## src/rtl/riscv_pkg.sv

```systemverilog
// riscv: ISA-level constants shared across the core.
//   XLEN - integer register / result width in bits.
package riscv;

    localparam int unsigned XLEN = 64;

endpackage

```

## src/rtl/ariane_pkg.sv

```systemverilog
// ariane_pkg: core-wide types and constants used by the FLU write-back arbiter.
//   TRANS_ID_BITS    - scoreboard transaction id width
//   FLU_WB_DEPTH     - default multiplier-result holding queue depth
//   FLU_STARVE_LIMIT - default max consecutive FLU grants over a waiting queue
//   flu_wb_entry_t   - queued multiplier result {result, trans_id}
//   wb_src_e         - write-port source selected in the current cycle
package ariane_pkg;

    localparam int unsigned TRANS_ID_BITS    = 3;
    localparam int unsigned FLU_WB_DEPTH     = 2;
    localparam int unsigned FLU_STARVE_LIMIT = 4;

    typedef struct packed {
        logic [riscv::XLEN-1:0]   result;
        logic [TRANS_ID_BITS-1:0] trans_id;
    } flu_wb_entry_t;

    typedef enum logic [1:0] {
        SRC_NONE,
        SRC_FLU,
        SRC_QUEUE,
        SRC_MULT
    } wb_src_e;

endpackage

```

## src/rtl/flu_wb_queue.sv

```systemverilog
// flu_wb_queue: circular buffer holding multiplier results that lost the
// write port. Push and pop may occur in the same cycle (count unchanged).
//   clk_i, rst_i   - clock, synchronous active-high reset (priority over flush)
//   flush_i        - empties the buffer at the clock edge
//   push_i, data_i - enqueue at tail
//   pop_i          - dequeue head
//   data_o         - current head entry (valid when !empty_o)
//   count_o        - occupancy, empty_o / full_o - occupancy flags
module flu_wb_queue
    import ariane_pkg::*;
#(
    parameter int unsigned DEPTH = FLU_WB_DEPTH
) (
    input  logic                             clk_i,
    input  logic                             rst_i,
    input  logic                             flush_i,
    input  logic                             push_i,
    input  flu_wb_entry_t                    data_i,
    input  logic                             pop_i,
    output flu_wb_entry_t                    data_o,
    output logic [$clog2(DEPTH+1)-1:0]       count_o,
    output logic                             empty_o,
    output logic                             full_o
);

    localparam int unsigned PTR_W = $clog2(DEPTH);
    localparam int unsigned CNT_W = $clog2(DEPTH+1);
    localparam logic [PTR_W-1:0] LAST_PTR = PTR_W'(DEPTH-1);
    localparam logic [CNT_W-1:0] DEPTH_C  = CNT_W'(DEPTH);

    flu_wb_entry_t    mem [DEPTH];
    logic [PTR_W-1:0] wr_ptr_q, rd_ptr_q;
    logic [CNT_W-1:0] count_q;
    logic             do_push, do_pop;

    assign empty_o = (count_q == '0);
    assign full_o  = (count_q == DEPTH_C);
    assign count_o = count_q;
    assign data_o  = mem[rd_ptr_q];

    // A push into a full buffer is only accepted when the head leaves in the same cycle.
    assign do_pop  = pop_i && !empty_o;
    assign do_push = push_i && (!full_o || do_pop);

    always_ff @(posedge clk_i) begin
        if (rst_i || flush_i) begin
            wr_ptr_q <= '0;
            rd_ptr_q <= '0;
            count_q  <= '0;
        end else begin
            if (do_push) begin
                mem[wr_ptr_q] <= data_i;
                wr_ptr_q      <= (wr_ptr_q == LAST_PTR) ? '0 : wr_ptr_q + 1'b1;
            end
            if (do_pop) begin
                rd_ptr_q <= (rd_ptr_q == LAST_PTR) ? '0 : rd_ptr_q + 1'b1;
            end
            case ({do_push, do_pop})
                2'b10:   count_q <= count_q + 1'b1;
                2'b01:   count_q <= count_q - 1'b1;
                default: count_q <= count_q;
            endcase
        end
    end

endmodule

```

## src/rtl/flu_wb_arbiter.sv

```systemverilog
// flu_wb_arbiter: shares the scoreboard write port between the single-cycle
// FLU and the multiplier. Losing multiplier results wait in flu_wb_queue and
// drain in order; a starve counter bounds how long the FLU may hold them off.
//   clk_i, rst_i                                   - clock, sync active-high reset
//   flush_i                                        - pipeline flush
//   flu_valid_i / flu_result_i / flu_trans_id_i    - FLU result
//   mult_valid_i / mult_result_i / mult_trans_id_i - multiplier result
//   wb_valid_o / wb_result_o / wb_trans_id_o       - shared write port
//   flu_ready_o, mult_ready_o                      - issue permission
//   collision_cnt_o                                - only with FLU_WB_ARB_PERF_EN:
//                                                    saturating count of enqueued
//                                                    multiplier results
module flu_wb_arbiter
    import ariane_pkg::*;
#(
    parameter int unsigned DEPTH        = FLU_WB_DEPTH,
    parameter int unsigned STARVE_LIMIT = FLU_STARVE_LIMIT
) (
    input  logic                     clk_i,
    input  logic                     rst_i,
    input  logic                     flush_i,
    input  logic                     flu_valid_i,
    input  logic [riscv::XLEN-1:0]   flu_result_i,
    input  logic [TRANS_ID_BITS-1:0] flu_trans_id_i,
    input  logic                     mult_valid_i,
    input  logic [riscv::XLEN-1:0]   mult_result_i,
    input  logic [TRANS_ID_BITS-1:0] mult_trans_id_i,
    output logic                     wb_valid_o,
    output logic [riscv::XLEN-1:0]   wb_result_o,
    output logic [TRANS_ID_BITS-1:0] wb_trans_id_o,
    output logic                     flu_ready_o,
    output logic                     mult_ready_o
`ifdef FLU_WB_ARB_PERF_EN
    ,
    output logic [31:0]              collision_cnt_o
`endif
);

    localparam int unsigned CNT_W = $clog2(DEPTH+1);
    localparam int unsigned STV_W = $clog2(STARVE_LIMIT+1);
    localparam logic [CNT_W-1:0] MREADY_MAX = CNT_W'(DEPTH-2);
    localparam logic [STV_W-1:0] STARVE_C   = STV_W'(STARVE_LIMIT);

    flu_wb_entry_t    q_head, q_in;
    logic [CNT_W-1:0] q_count;
    logic             q_empty, q_full;
    logic             q_push, q_pop;
    logic [STV_W-1:0] starve_q;
    logic             force_drain;
    wb_src_e          src;

    assign q_in.result   = mult_result_i;
    assign q_in.trans_id = mult_trans_id_i;

    flu_wb_queue #(
        .DEPTH (DEPTH)
    ) i_queue (
        .clk_i   (clk_i),
        .rst_i   (rst_i),
        .flush_i (flush_i),
        .push_i  (q_push),
        .data_i  (q_in),
        .pop_i   (q_pop),
        .data_o  (q_head),
        .count_o (q_count),
        .empty_o (q_empty),
        .full_o  (q_full)
    );

    // Both causes can only arise with a non-empty queue, so the head is always drainable.
    assign force_drain = q_full || (starve_q == STARVE_C);

    always_comb begin
        src = SRC_NONE;
        if (rst_i || flush_i) begin
            src = SRC_NONE;
        end else if (force_drain) begin
            src = SRC_QUEUE;
        end else if (flu_valid_i) begin
            src = SRC_FLU;
        end else if (!q_empty) begin
            src = SRC_QUEUE;
        end else if (mult_valid_i) begin
            src = SRC_MULT;
        end
    end

    assign q_pop  = (src == SRC_QUEUE);
    assign q_push = mult_valid_i && (src != SRC_MULT) && !flush_i && !rst_i;

    always_comb begin
        wb_valid_o    = 1'b0;
        wb_result_o   = '0;
        wb_trans_id_o = '0;
        case (src)
            SRC_FLU: begin
                wb_valid_o    = 1'b1;
                wb_result_o   = flu_result_i;
                wb_trans_id_o = flu_trans_id_i;
            end
            SRC_QUEUE: begin
                wb_valid_o    = 1'b1;
                wb_result_o   = q_head.result;
                wb_trans_id_o = q_head.trans_id;
            end
            SRC_MULT: begin
                wb_valid_o    = 1'b1;
                wb_result_o   = mult_result_i;
                wb_trans_id_o = mult_trans_id_i;
            end
            default: ;
        endcase
    end

    // One slot of headroom is kept for a multiplier result already in flight.
    assign mult_ready_o = rst_i || (q_count <= MREADY_MAX);
    assign flu_ready_o  = rst_i || !force_drain;

    always_ff @(posedge clk_i) begin
        if (rst_i || flush_i) begin
            starve_q <= '0;
        end else if (q_pop || q_empty) begin
            starve_q <= '0;
        end else if ((src == SRC_FLU) && (starve_q != STARVE_C)) begin
            starve_q <= starve_q + 1'b1;
        end
    end

`ifdef FLU_WB_ARB_PERF_EN
    logic [31:0] collision_cnt_q;

    always_ff @(posedge clk_i) begin
        if (rst_i) begin
            collision_cnt_q <= '0;
        end else if (q_push && (collision_cnt_q != '1)) begin
            collision_cnt_q <= collision_cnt_q + 32'd1;
        end
    end

    assign collision_cnt_o = collision_cnt_q;
`endif

`ifndef SYNTHESIS
    a_flu_issue_ok : assert property (@(posedge clk_i) disable iff (rst_i)
        flu_valid_i |-> flu_ready_o);
    a_mult_not_full : assert property (@(posedge clk_i) disable iff (rst_i)
        mult_valid_i |-> !q_full);
`endif

endmodule
```

## config.mk

```make
export PLATFORM = sky130hd
export DESIGN_NAME = flu_wb_arbiter
export DESIGN_NICKNAME = d
export VERILOG_FILES = /design/src/rtl/riscv_pkg.sv /design/src/rtl/ariane_pkg.sv /design/src/rtl/flu_wb_queue.sv /design/src/rtl/flu_wb_arbiter.sv
export SDC_FILE = /design/constraint.sdc
export NUM_CORES = 1
export LEC_CHECK = 0
export CORE_MARGIN = 1
export CORE_UTILIZATION = 46
export CTS_CLUSTER_DIAMETER = 60
export DETAILED_ROUTE_END_ITERATION = 12
export GPL_TIMING_DRIVEN = 0
export PLACE_DENSITY_LB_ADDON = 0.08
export REMOVE_ABC_BUFFERS = 1
export SETUP_SLACK_MARGIN = 0.02
export SLEW_MARGIN = 25
export SYNTH_ARGS = -nofsm -noshare
export SYNTH_HDL_FRONTEND = slang
export SYNTH_SLANG_ARGS = --single-unit
```

## constraint.sdc

```tcl
create_clock -name clk_i -period 4.6 [get_ports clk_i]
set_input_delay 0.46 -clock clk_i [delete_from_list [all_inputs] [get_ports clk_i]]
set_output_delay 0.46 -clock clk_i [all_outputs]
set_load 0.05 [all_outputs]
```

==> results.json, run 1 <==
{
  "outcome": "finished, final reports clean",
  "yosysTopAreaCellShare_pct": 64.0,
  "vias": 4394,
  "grt_pass1_vias": 4447,
  "synth_warnings": 0,
  "grt_overflow_total": 0,
  "leakage_nw": 2.86,
  "antenna_found_initial": 0,
  "synth_edf_count": 134,
  "wire_per_inst_um": 17.2,
  "path_class": "flip-flop to output pin",
  "timing_hold_violations_final": 0,
  "ys_seq_area_share_pct": 66.6,
  "ant_nets": 0,
  "p_per_area_mw_per_mm2": 338,
  "totalWireLength_um": 14000,
  "drv_slew": 0,
  "synth_common_cells": "edfxtp_1 (134), mux2i_1 (67), o21ai_0 (39)",
  "ios": 209,
  "postCtsHoldBufs": 0,
  "holdWs_ps": 466,
  "start_util_pct": 47.3,
  "core_area_sq_mm": 0.0133,
  "vias_per_cell": 5.39,
  "syn_area_per_cell_sq_um": 15.0,
  "cts_root_buffer": "clkbuf_16",
  "fmax_mhz": 245,
  "fin_worst_skew_ps": 6.94,
  "clkTransAtPathRegs_ps": 60,
  "die_x_um": 119,
  "min_path_type": "flip-flop to flip-flop",
  "cts_tree": "done",
  "crit_arrival_ps": 3630,
  "synth-seq-cells": 142,
  "dr.pass1.iters": 4,
  "cp_max_fo": 16,
  "post_synth_num_cell_types": 31,
  "fill_cells": 916,
  "tightest_slew_ps": 687,
  "insertion_delay_ps": 410,
  "cts-resized-gates": 0,
  "min_period_ps": 4090,
  "hpwl_um": 9600,
  "post-route-period-util_pct": 88.9,
  "setup_ws_ps": 511,
  "place_congestion": 0.775,
  "cp-end-kind": "output pin",
  "cts_htree_levels": 4,
  "post-synth-top-count-cell": "edfxtp_1",
  "cts_sinks": 142,
  "synth_area_leader_cell": "edfxtp_1",
  "max_slew_margin_pct": 54.2,
  "io_buffer_count": 208,
  "async_flop_share_pct": 0,
  "cp-start-kind": "flip-flop",
  "rows": 42,
  "fin_nets": 768,
  "drc_errors": 0,
  "cts_buffers": 17,
  "area_delta_synth_final_pct": 48.0,
  "place_ws_ps": 734,
  "drive_gt1_share_pct": 12.2,
  "num_antenna_cells": 0,
  "required_ps": 4140,
  "synthTopCellsByArea": "edfxtp_1 (64%), mux2i_1 (11%), a22oi_2 (6.0%), a22oi_1 (4.4%), o21ai_0 (3.1%)",
  "grt_first_pass_wirelength_um": 22200,
  "rsz0062_at_grt": "false",
  "synth_ff_type": "edfxtp_1",
  "syn-instance-count": 418,
  "clock_path_buffers": 2,
  "dp.cells": 783,
  "setup_viol": 0,
  "grtUsageTotal_pct": 20.7,
  "grt_max_degree": 68,
  "max_cap_violations": 0,
  "peakVddDrop_mv": 0.227,
  "post_cts_buffers": 0,
  "final_cells": 815,
  "syn_area_sq_mm": 0.00628,
  "drtIter0Drc": 198,
  "dieArea_sq_mm": 0.0141,
  "dieHeight_um": 119
}
==> critical path, cell delays in order (launching register included) <==
cell and delay, ps:
dfxtp_1 350, inv_1 60, ha_1 210, a2111o_1 520, nor3_4 530, buf_6 280, buf_6 220, a22oi_1 90
o21ai_0 100, clkdlybuf4s50_1 850
==> cell usage in the layout, fill, tap and decap left out, types with 4 or more instances in the layout <==
cell and instances:
clkdlybuf4s50_1 208, edfxtp_1 134, mux2i_1 67, o21ai_0 39
a22oi_1 37, o21ai_1 31, a22oi_2 30, clkbuf_16 17
dfxtp_1 7, buf_16 7, nor2_1 6, inv_1 5
clkinv_1 4
==> per-layer routing <==
layer	part of all wire, %	wire, um	track usage (%)	vias to the layer above
met5	0	0	0	-
met1	43	6080	26.2	2109
li1	-	-	-	2103
met4	1.5	208	8.86	0
met3	5.2	734	4.79	16
met2	50	6980	34.0	166
==> cells by family (layout without fill, tap and decap cells) <==
kind of cell               count (synthesis)  count (layout)  synth area share (%)
xor gates and xnor gates                   4               4                 0.558
buffers and inverters                     36             257                  2.85
muxes                                     67              67                  10.7
AOI/OAI and AO/OA                        142             142                  16.7
and+or+nand+nor                           24              24                  2.03
DFF                                      142             142                  66.6
adders and majority gates                  3               3                 0.597
==> power breakdown <==
part	leakage (nW)	internal (mW)	switching, mW
logic	1.31	0.182	0.192
clock network	0.277	0.843	0.490
registers	1.28	1.43	0.00420
==> state kept, by name, summed over array words and instances, names as in the netlist, named ones only <==
signal / cells
i_queue.rd_ptr_q: 1
i_queue.wr_ptr_q: 1
i_queue.mem: 134
starve_q: 3
i_queue.count_o: 2
==> through the flow <==
step / instance area [sq um] / setup TNS (ps) / utilization [%] / power [mW]
after global placement: 8430 / -279510 / 63.4 / 1.82
after CTS: 9300 / 0 / 70.0 / 3.17
final: 9300 / 0 / 70.0 / 3.14
after floorplan: 6120 / 0 / - / 1.62
after global routing: 9300 / 0 / 70.0 / 3.24
after detailed placement: 8720 / 0 / 65.6 / 1.83
==> worst paths after layout <==
check / startpoint / to / slack [ps] / depth (start not counted)
setup / recovery: starve_q[0] / wb_result_o[17] / 510 / 9
hold / removal: starve_q[0] / starve_q[0] / 470 / 1
setup reg to reg: starve_q[0] / i_queue.count_o[1] / 2260 / 7
hold reg to reg: starve_q[0] / starve_q[0] / 470 / 1
==> layout make-up <==
type	instances	area [sq um]	share of cell area (%)
inverters	5	18.8	0.202
multi-input cells	240	1950	21.0
well taps	176	220	2.37
flip-flops and latches	142	4190	45.0
repair buffers	220	2340	25.2
clock inverters	13	148	1.59
clock buffers	19	433	4.65
No activity file was read; power rests on OpenSTA's default activity.
==> inputs of run 2 (changes only) <==
--- a/config.mk
+++ b/config.mk
@@ -9,7 +9,6 @@
 export CORE_UTILIZATION = 46
 export CTS_CLUSTER_DIAMETER = 60
 export DETAILED_ROUTE_END_ITERATION = 12
-export GPL_TIMING_DRIVEN = 0
 export PLACE_DENSITY_LB_ADDON = 0.08
 export REMOVE_ABC_BUFFERS = 1
 export SETUP_SLACK_MARGIN = 0.02
==> run 2 against run 1 <==
Effect of this change:
- worst hold slack worse by 9.9 ps
- worst setup slack improved by 390 ps
- routed wire length fell by 0.18%
- register-to-register slack worse by 120 ps
- via count down 2.5%
- sequential power hardly changed
- critical endpoint is now wb_result_o[14]
- design area decreased by 2.7%
- fmax up 11%
- critical path type is now primary input to output pin
==> results.json, run 2 (synthesis gave the netlist of run 1 again) <==
{
  "grt_pass1_vias": 4416,
  "post_cts_buffers": 0,
  "place_congestion": 0.758,
  "crit_slowest_cell": "clkdlybuf4s50_1",
  "clkPwrFrac_pct": 38.5,
  "setup_viol": 0,
  "hpwl_um": 9600,
  "r2r_cells": 6,
  "fin_util_pct": 68.1,
  "min_path_type": "flip-flop to flip-flop",
  "cp_cell_sequence": "clkdlybuf4s50_1 -> nor2_1 -> o2111a_4 -> buf_12 -> a22oi_1 -> o21ai_0 -> clkdlybuf4s50_1",
  "path_class": "primary input to output pin",
  "clock_path_buffers": 2,
  "crit_start": "rst_i",
  "peakVddDrop_mv": 0.225,
  "multi_input_area_sq_mm": 0.00195,
  "area_delta_synth_final_pct": 44.0,
  "wire_per_inst_um": 17.3,
  "grt_first_pass_wirelength_um": 22100,
  "grt_overflow_total": 0,
  "cp-start-kind": "primary input",
  "core_area_sq_mm": 0.0133,
  "timing_hold_violations_final": 0,
  "max_cap_violations": 0,
  "worst_path_most_repeated_cell": "clkdlybuf4s50_1",
  "layout.area.seq_sq_mm": 0.00419,
  "drv_slew": 0,
  "num_antenna_cells": 0,
  "leakage_nw": 2.76,
  "pwr-share-seq_pct": 48.9,
  "ant_nets": 0,
  "internal_power_mw": 2.27,
  "fin_nets": 764,
  "cp_top_family": "buffers and inverters",
  "drtIter0Drc": 157,
  "fin_worst_skew_ps": 7.52,
  "tightest_slew_ps": 817,
  "drive_gt1_share_pct": 11.4,
  "cts_sinks": 142,
  "fmax_mhz": 271,
  "largest_reg_flops": 134,
  "mostFrequentLayoutCells": "clkdlybuf4s50_1 (208), edfxtp_1 (134), mux2i_1 (67)",
  "cp_max_fo": 34,
  "cts-resized-gates": 0,
  "cts_tree": "done",
  "crit_end": "wb_result_o[14]",
  "holdWs_ps": 456,
  "die_x_um": 119,
  "min_period_ps": 3700,
  "postCtsHoldBufs": 0,
  "power.total_mw": 2.93,
  "clkTransAtPathRegs_ps": 50,
  "p_per_area_mw_per_mm2": 324,
  "grt_max_degree": 42,
  "required_ps": 4140,
  "cts_root_buffer": "clkbuf_16",
  "max_slew_margin_pct": 45.4,
  "totalWireLength_um": 14000,
  "crit_buf_inv": 3,
  "crit_arrival_ps": 3240,
  "place_ws_ps": 903,
  "p_comb_share_pct": 12.6,
  "vias_per_cell": 5.30,
  "r2r_end": "i_queue.mem[0][43]",
  "r2r_slack_ps": 2140,
  "final.setup.tns_ps": 0,
  "antenna_found_initial": 0,
  "fill_cells": 997,
  "setup_ws_ps": 903,
  "dieArea_sq_mm": 0.0141,
  "swShare_pct": 22.4,
  "cp-end-kind": "output pin",
  "dieHeight_um": 119,
  "io_buffer_count": 208,
  "worst-path-stages": 7,
  "grtUsageTotal_pct": 20.4,
  "rows": 42,
  "cts_buffers": 17,
  "cpPeakStageDelay_ps": 830,
  "rsz0062_at_grt": "false",
  "start_util_pct": 47.3,
  "vias": 4286,
  "regMostFlops": "i_queue.mem",
  "post-route-period-util_pct": 80.4,
  "ios": 209,
  "outcome": "finished, final reports clean",
  "switching_power_uw": 657,
  "insertion_delay_ps": 410,
  "layout_commonest_cell": "clkdlybuf4s50_1",
  "cts_htree_levels": 4,
  "crit-reg2reg-launch": "starve_q[0]",
  "drc_errors": 0,
  "dr.pass1.iters": 4,
  "holdPathStages": 1
}
run 2: changes by cell type in the layout (fill, tap and decap cells not counted), moves of 2 or more:
cell / change
buf_16: -6
buf_4: +5
buf_6: -3
bufinv_16: -3
clkinv_2: +4
clkinvlp_4: -2
run 2: worst min-delay path by stage:
stage | startpoint | endpoint | slack, ps
2_1_floorplan | starve_q[0] | starve_q[0] | 430
3_3_place_gp | starve_q[0] | starve_q[0] | 440
3_5_place_dp | starve_q[0] | starve_q[0] | 450
4_1_cts | starve_q[0] | starve_q[0] | 460
5_1_grt | starve_q[0] | starve_q[0] | 490
6_report | starve_q[0] | starve_q[0] | 460
run 2: metrics by stage:
stage	area [sq um]	std cells
global placement	8530	778
finish	9050	809
detailed placement	8560	779
global route	9050	809
CTS	9050	809
floorplan	6120	387
run 2: routing by layer:
layer  vias to the layer above  share of wire (%)  track usage [%]
met2                       152                 51             35.3
met3                        22                5.4             4.55
li1                       2076                  -                -
met5                         -                  0                0
met4                         0                1.7             9.34
met1                      2036                 42             24.2
run 2: area by class of cell:
type / instances / share of cell area (%)
Multi-Input combinational cell: 240 / 21.5
Tap cell: 176 / 2.43
Clock buffer: 19 / 4.78
Inverter: 5 / 0.207
Timing Repair Buffer: 216 / 24.2
Sequential cell: 142 / 46.3
Clock inverter: 11 / 0.595
run 2: power by group through the flow:
stage	Combinational (mW)	Clock (mW)	Sequential [mW]
6_report	0.368	1.13	1.43
5_1_grt	0.388	1.20	1.43
2_1_floorplan	0.155	0	1.46
3_5_place_dp	0.368	0	1.46
3_3_place_gp	0.362	0	1.46
4_1_cts	0.370	1.16	1.43
